<file path="src/rtl/uart_transceiver.sv">
`timescale 1ns/1ps
// -----------------------------------------------------------------------------
// uart_transceiver
//
// Self-contained 8N1 UART: one oversampling tick generator shared by an
// independent transmitter and receiver.
//
// Ports:
//   clk_in        system clock
//   rst_in        asynchronous active-low reset
//   tick_out      oversample tick, one clock wide, every DIV clocks
//   tx_data_in    byte to transmit, latched when a frame is accepted
//   tx_enable_in  start-transmit strobe, ignored while busy
//   tx_out        serial TX line, idle high
//   tx_busy_out   high while a TX frame is in progress
//   tx_done_out   one-clock pulse at the end of the TX stop bit
//   rx_in         asynchronous serial RX line
//   rx_enable_in  allows the receiver to start a new frame
//   rx_data_out   last correctly framed byte
//   rx_done_out   one-clock pulse when rx_data_out updates
// -----------------------------------------------------------------------------
module uart_transceiver #(
  parameter int CLK_HZ      = 100_000_000,
  parameter int BAUDRATE_HZ = 115_200,
  parameter int SAMPLE_RATE = 16
) (
  input  logic       clk_in,
  input  logic       rst_in,
  output logic       tick_out,
  input  logic [7:0] tx_data_in,
  input  logic       tx_enable_in,
  output logic       tx_out,
  output logic       tx_busy_out,
  output logic       tx_done_out,
  input  logic       rx_in,
  input  logic       rx_enable_in,
  output logic [7:0] rx_data_out,
  output logic       rx_done_out
);

  localparam int DIV_RAW = CLK_HZ / (BAUDRATE_HZ * SAMPLE_RATE);
  localparam int DIV     = (DIV_RAW < 1) ? 1 : DIV_RAW;
  localparam int DIV_W   = (DIV > 1) ? $clog2(DIV) : 1;
  localparam int TCNT_W  = $clog2(SAMPLE_RATE);

  localparam logic [DIV_W-1:0]  DIV_LAST  = DIV_W'(DIV - 1);
  localparam logic [TCNT_W-1:0] BIT_LAST  = TCNT_W'(SAMPLE_RATE - 1);
  localparam logic [TCNT_W-1:0] HALF_LAST = TCNT_W'(SAMPLE_RATE / 2 - 1);

  typedef enum logic [1:0] {
    TX_IDLE,
    TX_START,
    TX_DATA,
    TX_STOP
  } txState_t;

  typedef enum logic [2:0] {
    RX_IDLE,
    RX_START,
    RX_DATA,
    RX_STOP,
    RX_WAIT_IDLE
  } rxState_t;

  // ---------------------------------------------------------------------------
  // Tick generator: free-running divider, tick registered on wrap
  // ---------------------------------------------------------------------------
  logic [DIV_W-1:0] r_divCnt;
  logic             r_tick;

  always_ff @(posedge clk_in or negedge rst_in) begin
    if (!rst_in) begin
      r_divCnt <= '0;
      r_tick   <= 1'b0;
    end else if (r_divCnt == DIV_LAST) begin
      r_divCnt <= '0;
      r_tick   <= 1'b1;
    end else begin
      r_divCnt <= r_divCnt + DIV_W'(1);
      r_tick   <= 1'b0;
    end
  end

  assign tick_out = r_tick;

  // ---------------------------------------------------------------------------
  // Transmitter. Outputs are registered from next-state values so the pin
  // never glitches on state decoding. The start bit is driven low on entry
  // and ends on the SAMPLE_RATE-th tick, so it may be up to one tick short.
  // ---------------------------------------------------------------------------
  txState_t          r_txState, w_txStateNext;
  logic [TCNT_W-1:0] r_txTickCnt, w_txTickCntNext;
  logic [2:0]        r_txBitIdx, w_txBitIdxNext;
  logic [7:0]        r_txShift, w_txShiftNext;
  logic              r_txOut, w_txOutNext;
  logic              r_txBusy, w_txBusyNext;
  logic              r_txDone, w_txDoneNext;

  always_ff @(posedge clk_in or negedge rst_in) begin
    if (!rst_in) begin
      r_txState   <= TX_IDLE;
      r_txTickCnt <= '0;
      r_txBitIdx  <= '0;
      r_txShift   <= '0;
      r_txOut     <= 1'b1;
      r_txBusy    <= 1'b0;
      r_txDone    <= 1'b0;
    end else begin
      r_txState   <= w_txStateNext;
      r_txTickCnt <= w_txTickCntNext;
      r_txBitIdx  <= w_txBitIdxNext;
      r_txShift   <= w_txShiftNext;
      r_txOut     <= w_txOutNext;
      r_txBusy    <= w_txBusyNext;
      r_txDone    <= w_txDoneNext;
    end
  end

  always_comb begin
    w_txStateNext   = r_txState;
    w_txTickCntNext = r_txTickCnt;
    w_txBitIdxNext  = r_txBitIdx;
    w_txShiftNext   = r_txShift;
    w_txOutNext     = r_txOut;
    w_txBusyNext    = r_txBusy;
    w_txDoneNext    = 1'b0;
    case (r_txState)
      TX_IDLE: begin
        w_txOutNext  = 1'b1;
        w_txBusyNext = 1'b0;
        if (tx_enable_in) begin
          w_txStateNext   = TX_START;
          w_txShiftNext   = tx_data_in;
          w_txTickCntNext = '0;
          w_txBitIdxNext  = '0;
          w_txOutNext     = 1'b0;
          w_txBusyNext    = 1'b1;
        end
      end
      TX_START: begin
        if (r_tick) begin
          if (r_txTickCnt == BIT_LAST) begin
            w_txTickCntNext = '0;
            w_txStateNext   = TX_DATA;
            w_txOutNext     = r_txShift[0];
          end else begin
            w_txTickCntNext = r_txTickCnt + TCNT_W'(1);
          end
        end
      end
      TX_DATA: begin
        if (r_tick) begin
          if (r_txTickCnt == BIT_LAST) begin
            w_txTickCntNext = '0;
            if (r_txBitIdx == 3'd7) begin
              w_txStateNext = TX_STOP;
              w_txOutNext   = 1'b1;
            end else begin
              // Shift right so the next data bit is always at bit 0
              w_txBitIdxNext = r_txBitIdx + 3'd1;
              w_txShiftNext  = {1'b0, r_txShift[7:1]};
              w_txOutNext    = r_txShift[1];
            end
          end else begin
            w_txTickCntNext = r_txTickCnt + TCNT_W'(1);
          end
        end
      end
      TX_STOP: begin
        if (r_tick) begin
          if (r_txTickCnt == BIT_LAST) begin
            w_txTickCntNext = '0;
            w_txStateNext   = TX_IDLE;
            w_txDoneNext    = 1'b1;
            w_txBusyNext    = 1'b0;
          end else begin
            w_txTickCntNext = r_txTickCnt + TCNT_W'(1);
          end
        end
      end
      default: begin
        w_txStateNext = TX_IDLE;
      end
    endcase
  end

  assign tx_out      = r_txOut;
  assign tx_busy_out = r_txBusy;
  assign tx_done_out = r_txDone;

  // ---------------------------------------------------------------------------
  // Receiver front end: two-flop synchroniser, idles high like the line
  // ---------------------------------------------------------------------------
  logic r_rxSync1;
  logic r_rxSync2;
  logic w_rxLine;

  always_ff @(posedge clk_in or negedge rst_in) begin
    if (!rst_in) begin
      r_rxSync1 <= 1'b1;
      r_rxSync2 <= 1'b1;
    end else begin
      r_rxSync1 <= rx_in;
      r_rxSync2 <= r_rxSync1;
    end
  end

  assign w_rxLine = r_rxSync2;

  // ---------------------------------------------------------------------------
  // Receiver FSM. The start bit is confirmed half a bit after the falling
  // edge, which puts every later sample near the middle of its bit.
  // A low stop bit parks the FSM until the line returns high so the tail of
  // a broken frame is not mistaken for a new start bit.
  // ---------------------------------------------------------------------------
  rxState_t          r_rxState, w_rxStateNext;
  logic [TCNT_W-1:0] r_rxTickCnt, w_rxTickCntNext;
  logic [2:0]        r_rxBitIdx, w_rxBitIdxNext;
  logic [7:0]        r_rxShift, w_rxShiftNext;
  logic [7:0]        r_rxData, w_rxDataNext;
  logic              r_rxDone, w_rxDoneNext;

  always_ff @(posedge clk_in or negedge rst_in) begin
    if (!rst_in) begin
      r_rxState   <= RX_IDLE;
      r_rxTickCnt <= '0;
      r_rxBitIdx  <= '0;
      r_rxShift   <= '0;
      r_rxData    <= '0;
      r_rxDone    <= 1'b0;
    end else begin
      r_rxState   <= w_rxStateNext;
      r_rxTickCnt <= w_rxTickCntNext;
      r_rxBitIdx  <= w_rxBitIdxNext;
      r_rxShift   <= w_rxShiftNext;
      r_rxData    <= w_rxDataNext;
      r_rxDone    <= w_rxDoneNext;
    end
  end

  always_comb begin
    w_rxStateNext   = r_rxState;
    w_rxTickCntNext = r_rxTickCnt;
    w_rxBitIdxNext  = r_rxBitIdx;
    w_rxShiftNext   = r_rxShift;
    w_rxDataNext    = r_rxData;
    w_rxDoneNext    = 1'b0;
    case (r_rxState)
      RX_IDLE: begin
        if (rx_enable_in && !w_rxLine) begin
          w_rxStateNext   = RX_START;
          w_rxTickCntNext = '0;
        end
      end
      RX_START: begin
        if (r_tick) begin
          if (r_rxTickCnt == HALF_LAST) begin
            w_rxTickCntNext = '0;
            w_rxBitIdxNext  = '0;
            w_rxStateNext   = w_rxLine ? RX_IDLE : RX_DATA;
          end else begin
            w_rxTickCntNext = r_rxTickCnt + TCNT_W'(1);
          end
        end
      end
      RX_DATA: begin
        if (r_tick) begin
          if (r_rxTickCnt == BIT_LAST) begin
            w_rxTickCntNext = '0;
            w_rxShiftNext   = {w_rxLine, r_rxShift[7:1]};
            if (r_rxBitIdx == 3'd7) begin
              w_rxStateNext = RX_STOP;
            end else begin
              w_rxBitIdxNext = r_rxBitIdx + 3'd1;
            end
          end else begin
            w_rxTickCntNext = r_rxTickCnt + TCNT_W'(1);
          end
        end
      end
      RX_STOP: begin
        if (r_tick) begin
          if (r_rxTickCnt == BIT_LAST) begin
            w_rxTickCntNext = '0;
            if (w_rxLine) begin
              w_rxDataNext  = r_rxShift;
              w_rxDoneNext  = 1'b1;
              w_rxStateNext = RX_IDLE;
            end else begin
              w_rxStateNext = RX_WAIT_IDLE;
            end
          end else begin
            w_rxTickCntNext = r_rxTickCnt + TCNT_W'(1);
          end
        end
      end
      RX_WAIT_IDLE: begin
        if (w_rxLine) begin
          w_rxStateNext = RX_IDLE;
        end
      end
      default: begin
        w_rxStateNext = RX_IDLE;
      end
    endcase
  end

  assign rx_data_out = r_rxData;
  assign rx_done_out = r_rxDone;

endmodule

</file>
<file path="config.mk">
export PLATFORM = sky130hd
export DESIGN_NAME = uart_transceiver
export DESIGN_NICKNAME = d
export VERILOG_FILES = /design/src/rtl/uart_transceiver.sv
export SDC_FILE = /design/constraint.sdc
export NUM_CORES = 1
export LEC_CHECK = 0
export BUFFER_PORTS_ARGS = -buffer_cell sky130_fd_sc_hd__buf_2
export CORE_MARGIN = 1.5
export CORE_UTILIZATION = 53
export CTS_CLUSTER_SIZE = 16
export DETAILED_ROUTE_END_ITERATION = 16
export PLACE_DENSITY_LB_ADDON = 0.3
export SLEW_MARGIN = 20
export SYNTH_ARGS = -nofsm -noshare
export SYNTH_HDL_FRONTEND = slang
export SYNTH_SLANG_ARGS = --single-unit
</file>
<file path="constraint.sdc">
create_clock -name clk_in -period 1.83 [get_ports clk_in]
set_input_delay 0.0915 -clock clk_in [delete_from_list [all_inputs] [get_ports clk_in]]
set_output_delay 0.0915 -clock clk_in [all_outputs]
set_load 0.05 [all_outputs]
</file>
**Yosys cells after proc, flatten, opt, wreduce, memory -nomap -nowiden**

Cells that the tools add are included.

- Register bits after elaboration: 56
- Bits in latches: 0
- Bits in writable memories: 0
- Bits in read-only memories: 0
- Input bits: 13
- Output and inout port bits: 13
- Logic and storage cells: 144
- Memories kept: 0

- Add/sub/neg operators: 5
- Multiply operators: 0
- Div/mod/pow operators: 0
- Magnitude comparators: 0
- Equality and inequality tests: 34
- Shifts and indexed selects: 0
- Mux-type cells: 67
- Bitwise logic cells: 0
- Reduce and logical (&&, ||, !) cells: 21

Operators with widths:

| operator | number |
|---|---|
| $mux 3 | 19 |
| $ne 2x2->1 const B | 19 |
| $mux 4 | 8 |
| $mux 8 | 4 |
| $mux 2 | 9 |
| $mux 1 | 17 |
| $pmux 8 s2 | 1 |
| $pmux 3 s5 | 1 |
| $pmux 3 s2 | 2 |
| $pmux 4 s3 | 1 |
| $reduce_and 5->1 | 2 |
| $eq 3x3->1 const B | 3 |
| $reduce_and 9->1 | 1 |
| $add 4x1->4 const B | 2 |
| $eq 4x4->1 const B | 2 |
| $pmux 2 s4 | 1 |
| $pmux 4 s2 | 1 |
| $reduce_and 4->1 | 2 |
| $reduce_and 8->1 | 1 |
| $add 3x1->3 const B | 2 |
| $add 6x1->6 const B | 1 |
| $eq 3x2->1 const B | 2 |
| $eq 6x6->1 const B | 1 |
| $mux 6 | 1 |
| 18 further kinds | 24 |

**Longest topological paths before layout**

Gate-level depths: netlist of run 1.

- Word-level depth: 5
- Mapped depth: 8
- Depth with buffers taken out: 6

**Worst setup path after synthesis of run 1**

No wires, ideal clock.

- Path type: reg-to-reg
- Start point: register r_rxBitIdx[0]
- End point: register r_rxBitIdx[0]
- Setup time: 0.128 ns
- Arrival time: 1.660 ns
- Setup slack: 0.043 ns
- Cell stages (with the launch flop): 7
- Buffers on the path: 0
- Clock period less this slack: 1.787 ns
- Cell sequence: dfrtp_1 -> ha_1 -> ha_1 -> nor2_1 -> nand2_1 -> a2111oi_4 -> mux2_1

- Longest elaborated chain between the ends: 5

RTL lines:

| what | RTL line | RTL |
|---|---|---|
| start: declaration | 218 | `logic [2:0] r_rxBitIdx, w_rxBitIdxNext;` |
| start signal: assignment | 234 | `r_rxBitIdx <= w_rxBitIdxNext;` |
| $add 3x1->3 | 274 | `w_rxBitIdxNext = r_rxBitIdx + 3'd1;` |
| $mux 3 | 271 | `if (r_rxBitIdx == 3'd7) begin` |
| $mux 3 | 268 | `if (r_rxTickCnt == BIT_LAST) begin` |
| $mux 3 | 267 | `if (r_tick) begin` |
| $pmux 3 s2 | 248 | `case (r_rxState)` |

Parallel ways exist; a longest one is shown, timed or not. The select of a mux whose other input is x is not followed.
A chain may end at the register's enable or synchronous reset.

**Worst setup path after layout of run 1**

- Start point: register r_rxBitIdx[1]
- End point: register r_rxBitIdx[1]

The elaborated chain is that of the path after synthesis.

==> results of run 1 <==
==> area by class of cell <==
| class | count | area [µm²] | area share, % |
|---|---|---|---|
| clock buffer | 7 | 86.3 | 2.63 |
| clock inverter | 1 | 7.51 | 0.229 |
| inverter | 12 | 45.0 | 1.37 |
| multi-input combinational | 169 | 1310 | 40.0 |
| sequential | 56 | 1410 | 42.9 |
| tap | 67 | 83.8 | 2.56 |
| timing repair buffer | 49 | 339 | 10.3 |
==> metrics by stage <==
stage               TNS (ns)  worst slack [ns]  std cells  hold slack (ns)  power [mW]
floorplan                  0            0.0428        244           -0.204        1.29
global placement           0            0.0137        345            0.104        1.34
detailed placement    -0.164           -0.0652        345            0.103        1.34
CTS                        0            0.0121        355           0.0668        2.04
global route         -0.0581           -0.0137        361           0.0848        2.09
finish                     0            0.0397        361           0.0717        2.02
==> worst min path at each step <==
stage,depth (start not counted),start,to
global route,3,tx_data_in[1],r_txShift[1]
detailed placement,1,rst_in,tx_busy_out
floorplan,0,rst_in,r_divCnt[0]
CTS,3,tx_data_in[2],r_txShift[2]
global placement,1,rst_in,tx_busy_out
finish,3,tx_data_in[2],r_txShift[2]
==> kinds of logic after synthesis <==
family,count (synthesis),synth area share (%)
and+or+nand+nor,73,13.7
DFF,56,51.3
AOI/OAI and AO/OA,50,13.1
muxes,30,11.9
buffers and inverters,19,3.06
adders and majority gates,13,5.94
xor gates and xnor gates,3,0.960
==> power groups by stage <==
stage	registers [mW]	clock network (mW)	logic, mW
detailed placement	1.28	0	0.0593
floorplan	1.28	0	0.0143
CTS	1.26	0.720	0.0628
finish	1.26	0.701	0.0601
global route	1.26	0.757	0.0713
global placement	1.28	0	0.0585
==> cell usage in the layout, fill, tap and decap left out, types with 3 or more instances in the layout <==
cell type / instances
a21oi_1: 14
and3_1: 3
buf_2: 25
buf_4: 19
clkbuf_8: 6
dfrtp_1: 53
dfstp_2: 3
ha_1: 10
inv_1: 12
mux2_2: 18
mux2_4: 3
mux2i_1: 9
nand2_1: 13
nand3_1: 9
nand4_1: 3
nor2_1: 21
nor2b_1: 4
nor3_1: 3
o21ai_0: 15
==> what timing repair did <==
action,4_1_cts,5_1_grt
pin swaps,3,7
gates resized for setup,7,10
hold buffers,2,0
setup endpoints to repair,3,23
setup buffers,0,5
hold endpoints to repair,21,0
gates cloned,0,1
==> critical path, cell delays in order (launching register included) <==
cell and delay [ns]:
dfrtp_1 0.39, ha_2 0.20, ha_4 0.17, nor2_4 0.07, nand2_2 0.07, a2111oi_4 0.43
mux2_4 0.34
==> state kept, by name (all words and copies together), names as in the netlist <==
register	count
tx_out	1
r_rxState	3
r_rxBitIdx	3
r_txShift	8
r_divCnt	6
r_txTickCnt	4
rx_done_out	1
tx_busy_out	1
rx_data_out	8
r_rxSync2	1
r_rxSync1	1
tx_done_out	1
tick_out	1
r_rxShift	8
r_txState	2
r_txBitIdx	3
r_rxTickCnt	4
==> per-layer routing <==
metal	wire length, µm	track usage (%)	vias to the layer above	part of all wire, %
met2	2430	31.0	25	48
met1	2460	26.6	929	48
met4	73	7.07	0	1.4
met3	125	4.15	7	2.5
li1	-	-	967	-
met5	0	0	-	0
==> impl_metrics.yaml, run 1 <==
yosys:
  synth_seq_cells: 56
  synth_cells: 244
  netlist_area_um2: 2740
  synthTopCellsByArea: "dfrtp_1, mux2_2, ha_1"
  yosys.area.top_type_share_pct: 48.4
  synth_most_common_cell: "dfrtp_1"
  ys_warn_count: 0
  synthArstFlopShare_pct: 100
  synth_cell_types: 49
  synth_nets: 270
  synth.yosys.seq_area_share_pct: 51.3
  synth_edf_count: 0
  synth.avg_cell_area_um2: 11.2
  synth_top_cells_by_count: "dfrtp_1, nor2_1, mux2_2"
  synth_top_cell_by_area: "dfrtp_1"
  synth_flop_cell: "dfrtp_1"
cells_and_area:
  fill_cells: 371
  final_nets: 319
  diodes: 0
  fin_util_pct: 67.6
  syn2layout_area_growth_pct: 19.7
  drive_gt1_share_pct: 32.3
  fin_area_um2: 3280
worst_setup_path:
  crit_type: "flip-flop to flip-flop"
  timing.rr.end: "r_rxBitIdx[1]"
  critical_path.endpoint_type: "flip-flop"
  startpoint: "r_rxBitIdx[1]"
  cp_max_fo: 3
  reg2reg_from: "r_rxBitIdx[1]"
  critPathCapture: "r_rxBitIdx[1]"
  reg2reg_slack_ns: 0.04
  rr_worst_depth: 6
  startpoint_type: "flip-flop"
  cp.arrival_ns: 1.99
  critPathRequiredTime_ns: 2.03
sta:
  fin_crit_ns: 1.79
  finalMaxSlewViolations: 0
  hold_viol_final: 0
  period_share_pct: 97.8
  finalSetupViolCount: 0
  max_freq_mhz: 559
  finClkSkew_ns: 0.00496
  rsz0062_at_grt: "true"
  slew_headroom_pct: 64.4
  max_slew.worst_pin.slew_ns: 0.534
global_routing:
  grt_overflow: 0
  grt_pass1_wl_mm: 8.35
  grt_start_max_net_pins: 35
  grt_pass1_vias: 1932
  grtUsageTotal_pct: 19.5
  grt_antenna_before_repair: 0
floorplanning:
  die_x_um: 74.9
  initial_core_util_pct: 56.5
  io_pins: 26
  placementRows: 25
  core_um2: 4850
  die_y_um: 74.9
  die_area_um2: 5610
power_and_ir_drop:
  swShare_pct: 21.5
  p_int_mw: 1.58
  leakage_nw: 1.54
  irDropWorstVdd_uv: 597
  clockPowerShare_pct: 34.8
  combPwrFrac_pct: 3.0
  p_per_area_nw_per_um2: 615
  pwr-share-seq_pct: 62.3
  p_switching_mw: 0.434
route:
  ant_nets: 0
  via_per_inst: 5.34
  drc: 0
  vias: 1928
  firstDrtPassIters: 4
  wirelength_mm: 5.09
  wl_per_cell_um: 14.1
  drtIter0Drc: 106
cts:
  cts_tree: "done"
  clk_latency_ns: 0.31
  path_clk_slew_ns: 0.10
  cts_root_buf: "clkbuf_8"
  numCtsBuffers: 5
  clock_path_buffers: 2
  clkSinkCount: 56
  htree_levels: 2
placement:
  dpl_cell_area_um2: 3050
  numPortBuffers: 25
  hpwlAfterDp_mm: 3.51
  routabilityCongestion: 0.805
run_status:
  status: "finished clean"
worst_hold_path:
  hold_path_class: "input pin to flip-flop"
run:
  drv_cap: 0
Note: power is estimated with default switching activity, not from simulation.
==> inputs of run 2 (changes only) <==
--- a/config.mk
+++ b/config.mk
@@ -11,6 +11,7 @@
 export CTS_CLUSTER_SIZE = 16
 export DETAILED_ROUTE_END_ITERATION = 16
 export PLACE_DENSITY_LB_ADDON = 0.3
+export REMOVE_ABC_BUFFERS = 1
 export SLEW_MARGIN = 20
 export SYNTH_ARGS = -nofsm -noshare
 export SYNTH_HDL_FRONTEND = slang
==> impl_metrics.yaml, run 2 (synthesis gave the netlist of run 1 again) <==
route:
  via_per_inst: 5.39
  firstDrtPassIters: 4
  vias: 1924
  drc: 0
  drtIter0Drc: 54
  wl_per_cell_um: 14.1
  ant_nets: 0
  wirelength_mm: 5.04
sta:
  finalMaxSlewViolations: 0
  slew_headroom_pct: 67.3
  max_freq_mhz: 551
  max_slew.worst_pin.slew_ns: 0.490
  finClkSkew_ns: 0.00641
  hold_viol_final: 0
  fin_crit_ns: 1.81
  period_share_pct: 99.1
  finalSetupViolCount: 0
  rsz0062_at_grt: "true"
power_and_ir_drop:
  leakage_nw: 1.53
  combPwrFrac_pct: 2.7
  power.total_mw: 2.15
  swShare_pct: 20.1
  clockPowerShare_pct: 38.9
  p_int_mw: 1.72
  irDropWorstVdd_uv: 495
  p_per_area_nw_per_um2: 663
  p_switching_mw: 0.433
  pwr-share-seq_pct: 58.3
worst_setup_path:
  cp.arrival_ns: 2.01
  reg2reg_slack_ns: 0.02
  startpoint_type: "flip-flop"
  rr_worst_depth: 5
  critical_path.endpoint_type: "flip-flop"
  cp_max_fo: 4
  crit_type: "flip-flop to flip-flop"
  critPathRequiredTime_ns: 2.03
  critPathCapture: "r_rxBitIdx[1]"
  startpoint: "r_rxTickCnt[1]"
  timing.rr.end: "r_rxBitIdx[1]"
  reg2reg_from: "r_rxTickCnt[1]"
floorplanning:
  die_y_um: 74.9
  core_um2: 4850
  initial_core_util_pct: 56.5
  die_area_um2: 5610
  die_x_um: 74.9
  io_pins: 26
  placementRows: 25
worst_hold_path:
  hold_path_class: "input pin to flip-flop"
  hold_path_depth: 3
cts:
  path_clk_slew_ns: 0.10
  htree_levels: 2
  cts_root_buf: "clkbuf_8"
  clk_latency_ns: 0.31
  clkSinkCount: 56
  cts_tree: "done"
  numCtsBuffers: 5
  clock_path_buffers: 2
placement:
  dp_cells: 343
  numPortBuffers: 25
  routabilityCongestion: 0.825
  hpwlAfterDp_mm: 3.57
global_routing:
  grt_start_max_net_pins: 23
  grt_pass1_vias: 1850
  grt_antenna_before_repair: 0
  grt_pass1_wl_mm: 8.39
  grtUsageTotal_pct: 19.8
  grt_overflow: 0
cells_and_area:
  diodes: 0
  final_nets: 315
  stdcell_count: 357
  drive_gt1_share_pct: 31.4
  syn2layout_area_growth_pct: 18.6
  final_common_cell: "dfrtp_1"
  mostFrequentLayoutCells: "dfrtp_1, buf_2, nor2_1"
  fill_cells: 388
run:
  drv_cap: 0
run_status:
  status: "finished clean"
-- run 2: cell types whose count changed in the layout (fill, tap and decap cells not counted), sizes merged --
cell,before,now
bufinv,0,1
buf,47,43
clkinv,0,1
clkinvlp,1,0
clkbuf,7,6
-- run 2: how the worst min path moves through the flow --
stage	from	endpoint	slack [ns]
final	tx_data_in[6]	r_txShift[6]	0.08
after global routing	tx_data_in[0]	r_txShift[0]	0.09
after CTS	tx_data_in[4]	r_txShift[4]	0.07
after detailed placement	rst_in	tx_done_out	0.1
after global placement	rst_in	tx_done_out	0.08
after floorplan	rst_in	r_divCnt[0]	-0.20
-- run 2: routing by layer --
layer	vias to the layer above	global-route usage [%]	routed length [µm]
met4	0	5.45	55
met1	943	27.5	2380
met2	23	32.0	2460
met3	6	4.02	138
li1	952	-	-
met5	-	0	0
-- run 2: through the flow --
step	TNS (ns)	setup slack (ns)	hold WS, ns	utilization, %	area, µm²
after floorplan	-3.91	-0.361	-0.204	-	2700
after global placement	0	0.00499	0.0818	62.4	3030
after detailed placement	-0.196	-0.0692	0.0979	62.4	3030
after CTS	0	0.000429	0.0702	66.2	3210
after global routing	-0.176	-0.0706	0.0878	66.9	3250
final	0	0.0157	0.0826	66.9	3250
-- run 2: power groups by stage --
stage / clock [mW] / sequential (mW) / combinational [mW]
3_5_place_dp: 0 / 1.28 / 0.0587
2_1_floorplan: 0 / 1.28 / 0.0142
6_report: 0.838 / 1.26 / 0.0590
4_1_cts: 0.863 / 1.26 / 0.0616
5_1_grt: 0.908 / 1.26 / 0.0698
3_3_place_gp: 0 / 1.28 / 0.0567
-- run 2: area by class of cell --
| type | instances | area (µm²) | area share [%] |
|---|---|---|---|
| flip-flops and latches | 56 | 1410 | 43.3 |
| multi-input cells | 169 | 1300 | 40.0 |
| repair buffers | 45 | 293 | 9.02 |
| well taps | 67 | 83.8 | 2.58 |
| clock buffers | 6 | 82.6 | 2.54 |
| inverters | 12 | 45.0 | 1.39 |
| clock inverters | 2 | 38.8 | 1.20 |
-- run 2: worst max-delay path, cell delays in order, from the launching register on --
cell and delay (ns):
dfrtp_1 0.40, ha_4 0.17, and3b_2 0.23, o32ai_4 0.11, a2111oi_4 0.43, mux2_1 0.36
-- run 2: timing repair --
item,in CTS,in global routing
endpoints found under the hold margin,20,0
hold buffers,2,0
pin swaps,1,0
setup buffers,1,3
gates resized for setup,8,4
endpoints found under the setup margin,3,4
